`src/rtl/alu_operand_stage.sv`:
```
`default_nettype none
// ============================================================================
// Module      : alu_operand_stage
// Description : Registered operand-preparation stage for the ALU adder. It
//               decodes a 3-bit op into {a_mod, b_mod, cin} and has a
//               valid/ready handshake with a 2-entry elastic buffer.
//               Optional accumulator operand source: ALU_OPSTAGE_ACC_EN.
// Revision    : 1.0 - initial release
// ============================================================================
module alu_operand_stage #(
    parameter int WIDTH = 8
) (
    input  logic             clk,
    input  logic             reset,
    input  logic             in_valid,
    output logic             in_ready,
    input  logic [WIDTH-1:0] a,
    input  logic [WIDTH-1:0] b,
    input  logic [2:0]       op,
    input  logic             acc_we,
    input  logic [WIDTH-1:0] acc_d,
    output logic             out_valid,
    input  logic             out_ready,
    output logic [WIDTH-1:0] a_mod,
    output logic [WIDTH-1:0] b_mod,
    output logic             cin
);

    localparam logic [WIDTH-1:0] c_zero = '0;
    localparam logic [WIDTH-1:0] c_ones = '1;

    typedef enum logic [1:0] {
        S_EMPTY = 2'd0,
        S_ONE   = 2'd1,
        S_FULL  = 2'd2
    } state_t;

    state_t           r_state;
    state_t           w_state_nxt;
    logic             r_in_ready;
    logic             r_out_valid;
    logic [WIDTH-1:0] r_out_a;
    logic [WIDTH-1:0] r_out_b;
    logic             r_out_cin;
    logic [WIDTH-1:0] r_skid_a;
    logic [WIDTH-1:0] r_skid_b;
    logic             r_skid_cin;

    logic             w_accept;
    logic             w_load_out;
    logic             w_load_skid;
    logic             w_out_from_skid;
    logic [WIDTH-1:0] w_acc_src;
    logic [WIDTH-1:0] w_dec_a;
    logic [WIDTH-1:0] w_dec_b;
    logic             w_dec_cin;

    assign w_accept = in_valid && r_in_ready;

`ifdef ALU_OPSTAGE_ACC_EN
    logic [WIDTH-1:0] r_acc;

    // Decode reads the pre-write value, so an accept coinciding with acc_we
    // sees the old accumulator.
    always_ff @(posedge clk) begin
        if (reset) begin
            r_acc <= '0;
        end else if (acc_we) begin
            r_acc <= acc_d;
        end
    end

    assign w_acc_src = r_acc;
`else
    // Without the accumulator, ops 110/111 fall back to ADD/SUB on operand a.
    logic w_unused_acc;
    assign w_unused_acc = ^{acc_we, acc_d};
    assign w_acc_src    = a;
`endif

    always_comb begin
        w_dec_a   = a;
        w_dec_b   = b;
        w_dec_cin = 1'b0;
        case (op)
            3'b000: begin w_dec_a = a;         w_dec_b = b;      w_dec_cin = 1'b0; end
            3'b001: begin w_dec_a = a;         w_dec_b = c_zero; w_dec_cin = 1'b1; end
            3'b010: begin w_dec_a = c_zero;    w_dec_b = ~a;     w_dec_cin = 1'b1; end
            3'b011: begin w_dec_a = a;         w_dec_b = ~b;     w_dec_cin = 1'b1; end
            3'b100: begin w_dec_a = a;         w_dec_b = c_ones; w_dec_cin = 1'b0; end
            3'b101: begin w_dec_a = c_zero;    w_dec_b = b;      w_dec_cin = 1'b0; end
            3'b110: begin w_dec_a = w_acc_src; w_dec_b = b;      w_dec_cin = 1'b0; end
            default: begin w_dec_a = w_acc_src; w_dec_b = ~b;    w_dec_cin = 1'b1; end
        endcase
    end

    always_comb begin
        w_state_nxt     = r_state;
        w_load_out      = 1'b0;
        w_load_skid     = 1'b0;
        w_out_from_skid = 1'b0;
        case (r_state)
            S_EMPTY: begin
                if (w_accept) begin
                    w_state_nxt = S_ONE;
                    w_load_out  = 1'b1;
                end
            end
            S_ONE: begin
                if (w_accept && out_ready) begin
                    w_load_out  = 1'b1;
                end else if (w_accept) begin
                    w_state_nxt = S_FULL;
                    w_load_skid = 1'b1;
                end else if (out_ready) begin
                    w_state_nxt = S_EMPTY;
                end
            end
            S_FULL: begin
                if (out_ready) begin
                    w_state_nxt     = S_ONE;
                    w_out_from_skid = 1'b1;
                end
            end
            default: begin
                w_state_nxt = S_EMPTY;
            end
        endcase
    end

    // Handshake flags are registered from the next state so neither in_ready
    // nor out_valid has a combinational path from any input.
    always_ff @(posedge clk) begin
        if (reset) begin
            r_state     <= S_EMPTY;
            r_in_ready  <= 1'b1;
            r_out_valid <= 1'b0;
            r_out_a     <= '0;
            r_out_b     <= '0;
            r_out_cin   <= 1'b0;
            r_skid_a    <= '0;
            r_skid_b    <= '0;
            r_skid_cin  <= 1'b0;
        end else begin
            r_state     <= w_state_nxt;
            r_in_ready  <= (w_state_nxt != S_FULL);
            r_out_valid <= (w_state_nxt != S_EMPTY);
            if (w_load_out) begin
                r_out_a   <= w_dec_a;
                r_out_b   <= w_dec_b;
                r_out_cin <= w_dec_cin;
            end else if (w_out_from_skid) begin
                r_out_a   <= r_skid_a;
                r_out_b   <= r_skid_b;
                r_out_cin <= r_skid_cin;
            end
            if (w_load_skid) begin
                r_skid_a   <= w_dec_a;
                r_skid_b   <= w_dec_b;
                r_skid_cin <= w_dec_cin;
            end
        end
    end

    assign in_ready  = r_in_ready;
    assign out_valid = r_out_valid;
    assign a_mod     = r_out_a;
    assign b_mod     = r_out_b;
    assign cin       = r_out_cin;

endmodule
`default_nettype wire

```
`config.mk`:
```
export PLATFORM = sky130hd
export DESIGN_NAME = alu_operand_stage
export DESIGN_NICKNAME = d
export VERILOG_FILES = /design/src/rtl/alu_operand_stage.sv
export SDC_FILE = /design/constraint.sdc
export NUM_CORES = 1
export LEC_CHECK = 0
export BUFFER_PORTS_ARGS = -buffer_cell sky130_fd_sc_hd__buf_2
export CORE_UTILIZATION = 38
export CTS_BUF_LIST = sky130_fd_sc_hd__clkbuf_2
export DETAILED_ROUTE_END_ITERATION = 7
export PLACE_DENSITY = 0.7
export SYNTH_ARGS = -nofsm -noshare
export SYNTH_HDL_FRONTEND = slang
export SYNTH_SLANG_ARGS = --single-unit
export TNS_END_PERCENT = 30
```
`constraint.sdc`:
```
create_clock -name clk -period 3.37 [get_ports clk]
set_input_delay 0.1685 -clock clk [delete_from_list [all_inputs] [get_ports clk]]
set_output_delay 0.1685 -clock clk [all_outputs]
set_load 0.01 [all_outputs]
```
## After elaboration in Yosys (flattened, before gate mapping)

Cells that the tools add are included.

- Word-level logic and storage cells: 50
- Register bits after elaboration: 38
- Output and inout bits: 19
- Input bits: 32

- Eq/ne operators: 8
- Reductions and logical operators: 9
- Bitwise gates (word level): 2
- Multiplexer cells: 22

Operators with widths:

| kind | number |
|---|---|
| $mux W8 | 5 |
| $pmux W8 S4 | 1 |
| $not A8 Y8 | 2 |
| $mux W2 | 5 |
| $eq A3 B3 Y1 const B | 3 |
| $mux W1 | 9 |
| $pmux W2 S3 | 1 |
| $reduce_bool A2 Y1 | 2 |
| $reduce_or A4 Y1 | 1 |
| $eq A3 B1 Y1 const B | 1 |
| $eq A3 B2 Y1 const B | 1 |
| $logic_not A3 Y1 | 1 |
| $reduce_or A3 Y1 | 1 |
| $eq A2 B1 Y1 const B | 1 |
| $eq A2 B2 Y1 const B | 1 |
| $logic_and A1 B1 Y1 | 2 |
| $logic_not A2 Y1 | 1 |
| $ne A2 B2 Y1 const B | 1 |
| $pmux W1 S2 | 1 |
| $reduce_or A2 Y1 | 1 |

## Logic depth before layout (Yosys ltp)

- Depth after elaboration: 5
- Gate-level depth with buffers: 7
- Gate-level depth less buffers: 4

## Least setup slack after synthesis

OpenSTA, ideal clock, no wires.

- Kind: register to register
- Start point: register r_state[0]
- End point: register r_out_a[5] (netlist: a_mod[5])
- Stages on the path, launching flop included: 6
- Data arrival time: 1,201 ps
- Path slack: 2,034 ps
- Required time: 3,234 ps
- Cell sequence: dfxtp_1 nand3b_1 clkbuf_2 and2_1 a211oi_1 a211oi_2

- Longest elaborated chain between the ends: 3
- Elaborated cells on any way between the ends: 7
- Classes of those cells: 2 x eq/ne; 3 x mux; 2 x reduce/logical

RTL lines:

| item | line | source |
|---|---|---|
| start: declaration | 38 | `state_t r_state;` |
| start signal: assignment | 145 | `r_state <= w_state_nxt;` |
| $eq A2 B1 Y1 (tied with other cells) | 102 | `case (r_state)` |
| $pmux W1 S2 / $mux W1 (equally long branches) | 102 |  |
| $mux W8 / $reduce_bool A2 Y1 (equally long branches) | -- |  |
| end signal: assignment | 149 | `r_out_a <= w_dec_a;` |
| end signal: assignment | 153 | `r_out_a <= r_skid_a;` |
| end: declaration | 42 | `logic [WIDTH-1:0] r_out_a;` |

Parallel ways exist; a longest one is shown, timed or not.
A chain may end at the register's enable or synchronous reset.

## Final worst setup path

- Start point: register r_state[1]
- End point: register r_skid_b[7]

- Longest elaborated chain between the ends: 2

RTL lines:

| item | line | source |
|---|---|---|
| $eq A2 B1 Y1 | 102 |  |
| $mux W1 | 102 |  |
| end signal: assignment | 159 | `r_skid_b <= w_dec_b;` |
| end: declaration | 46 | `logic [WIDTH-1:0] r_skid_b;` |

No other way between the ends.

==> results.yml <==
layout:
  fin_nets: 293
  areaGrowthSynthToFinish_pct: 15.37
  n_antenna_cell: 0
  drive_gt1_frac: 0.2176
  final_util: 0.4630
critical_path:
  end_kind: "flop"
  crit_type: "reg2reg"
  arrival_ns: 2.14
  crit_path_max_fanout: 25
  cp-start-kind: "flop"
  cp_data_required_time_ns: 3.70
place:
  gp_congestion: 0.8010
  port-buffer-count: 41
  dp_hpwl_microns: 2984
  place_ws_ns: 1.611
sta:
  fin_tns_setup_ns: 0
  hold_violations: 0
  final.period_utilization: 0.5392
  fin_skew_ns: 0.008528
  rsz0062_at_grt: "false"
  post-route-min-period_ns: 1.817
  tightest_slew_ns: 1.002
  fmaxAchievable_mhz: 550.3
  slew_headroom: 0.3314
  finalMaxSlewViolations: 0
  setup_viol: 0
  fin_ws_ns: 1.553
detailed_routing:
  drtAntennaViolNets: 0
  routed_wl_microns: 4524
  via_count: 1788
  dr.pass1.iters: 4
  drt-wirelength-per-cell_microns: 13.75
  drc_errors: 0
  drt-initial-drc-count: 116
  vias_per_cell: 5.435
floorplanning:
  rows: 25
  die_x_microns: 73.09
  io_pins: 51
  die_y_microns: 73.09
  dieArea_sq_um: 5342
  core_area_sq_um: 4786
  start_util: 0.4013
synthesis:
  yosys-top-cells-count: "a211oi_1, dfxtp_1, nand2_1"
  ys_async_sr_fraction: 0
  syn_avg_cell_area_sq_um: 8.461
  yosysMostFrequentCell: "a211oi_1"
  synth_area_leaders: "dfxtp_1, a211oi_1, nand2_1, a21oi_1, and2_1"
  synth_cells: 227
  synth_edf_count: 0
  ys_seq_area_frac: 0.3961
  netlist_area_sq_um: 1921
  ys.flop_type: "dfxtp_1"
  synth-seq-cells: 38
  yosysTopAreaCell: "dfxtp_1"
  ys_warn_count: 0
  synth_cell_types: 32
  synth_top_area_share: 0.3961
  synthesis.nets: 259
outcome:
  status: "finished clean"
clock_tree:
  tritoncts: "done"
  h-tree-depth: 2
  post_cts_buffers: 0
  clkTransAtPathRegs_ns: 0.19
  numCtsBuffers: 5
  worst_skew_pair.late_latency_ns: 0.40
  cts_root_buf: "clkbuf_2"
  cts.path.max_buffers: 2
  cts.sinks: 38
global_routing:
  antenna_found_initial: 0
  grtUsageTotal: 0.1842
  first_global_vias: 1539
  grt_max_degree: 38
  grt_overflow_total: 0
  grt_pass1_wl_microns: 7458
power:
  p_leak_nw: 0.8455
  worst_ir_drop_vdd_mv: 0.1971
  cellPowerDensity_nw_per_um2: 440.9
  finalPower_w: 0.0009769
job:
  maxCapViolations: 0
worst_hold_path:
  hp-class: "in2reg"
-- path summary, 6_finish.rpt --
kind / start / endpoint / slack, ns / cells after the start
max reg2reg: r_state[1]$_SDFF_PP0_ / r_skid_b[7]$_SDFFE_PP0P_ / 1.55 / 4
max: r_state[1]$_SDFF_PP0_ / r_skid_b[7]$_SDFFE_PP0P_ / 1.55 / 4
min: a[2] / r_skid_a[2]$_SDFFE_PP0P_ / 0.02 / 3
min reg2reg: r_skid_a[6]$_SDFFE_PP0P_ / r_skid_a[6]$_SDFFE_PP0P_ / 0.47 / 2
-- critical path, stage by stage, from the launching register on --
cell and delay, ns:
dfxtp_1 0.40, nand3b_1 0.24, nor2_2 0.79, nor2_1 0.08
a211oi_1 0.23
-- cells in the final DEF (no fill, tap or decap), types with 4 or more instances in the layout --
cell type       n
nand3_1         8
o32ai_1         8
dfxtp_1        38
a211oi_1       44
nor2_1         10
clkbuf_2        7
and2_1         14
dlygate4sd3_1   4
nand2_1        34
buf_2          41
a21oi_1        19
o21bai_1        8
-- metrics by stage --
step / instances / hold slack, ns / area [sq um]
finish: 329 / 0.01937 / 2216
global route: 329 / 0.004997 / 2216
CTS: 327 / 0.003152 / 2196
detailed placement: 317 / 0.4508 / 2111
global placement: 317 / 0.4446 / 2111
floorplan: 227 / 0.3066 / 1921
-- power breakdown --
| group | switching (W) | internal, W |
|---|---|---|
| Combinational | 0.000115 | 0.0000831 |
| Clock | 0.000152 | 0.000132 |
| Sequential | 0.0000146 | 0.000480 |
| Total | 0.000281 | 0.000695 |
-- timing repair --
action,4_1_cts,5_1_grt
endpoints found under the hold margin,3,2
hold buffers,2,2
resized for setup,0,0
-- sequential cells by signal, summed over array words and instances, names as in the netlist --
signal and flops:
b_mod 8, cin 1, r_skid_b 8, r_skid_cin 1, in_ready 1, a_mod 8
out_valid 1, r_state 2, r_skid_a 8
-- kinds of logic (layout without fill, tap and decap cells) --
| group | after synthesis | count (layout) | share of synthesized area |
|---|---|---|---|
| DFF | 38 | 38 | 0.3961 |
| adders and majority gates | 1 | 1 | 0.005212 |
| and+or+nand+nor | 79 | 79 | 0.2007 |
| AOI/OAI and AO/OA | 86 | 86 | 0.3270 |
| buffers and inverters | 21 | 56 | 0.06059 |
| muxes | 2 | 2 | 0.01042 |
-- area by class of cell --
cell class,count,area (sq um)
Timing Repair Buffer,46,252.7
Clock inverter,1,30.03
Clock buffer,7,35.03
Fill cell,491,2570
Sequential cell,38,760.7
Tap cell,67,83.83
Multi-Input combinational cell,168,1046
Inverter,2,7.507
-- per-layer routing --
metal  vias to the layer above  global-route usage  share of wire
met5                         -                   0              0
met4                         0             0.07625          0.019
met3                         9             0.05110          0.058
met2                        54              0.2634           0.46
met1                       811              0.2585           0.47
li1                        914                   -              -
(Power assumes the default switching activity.)
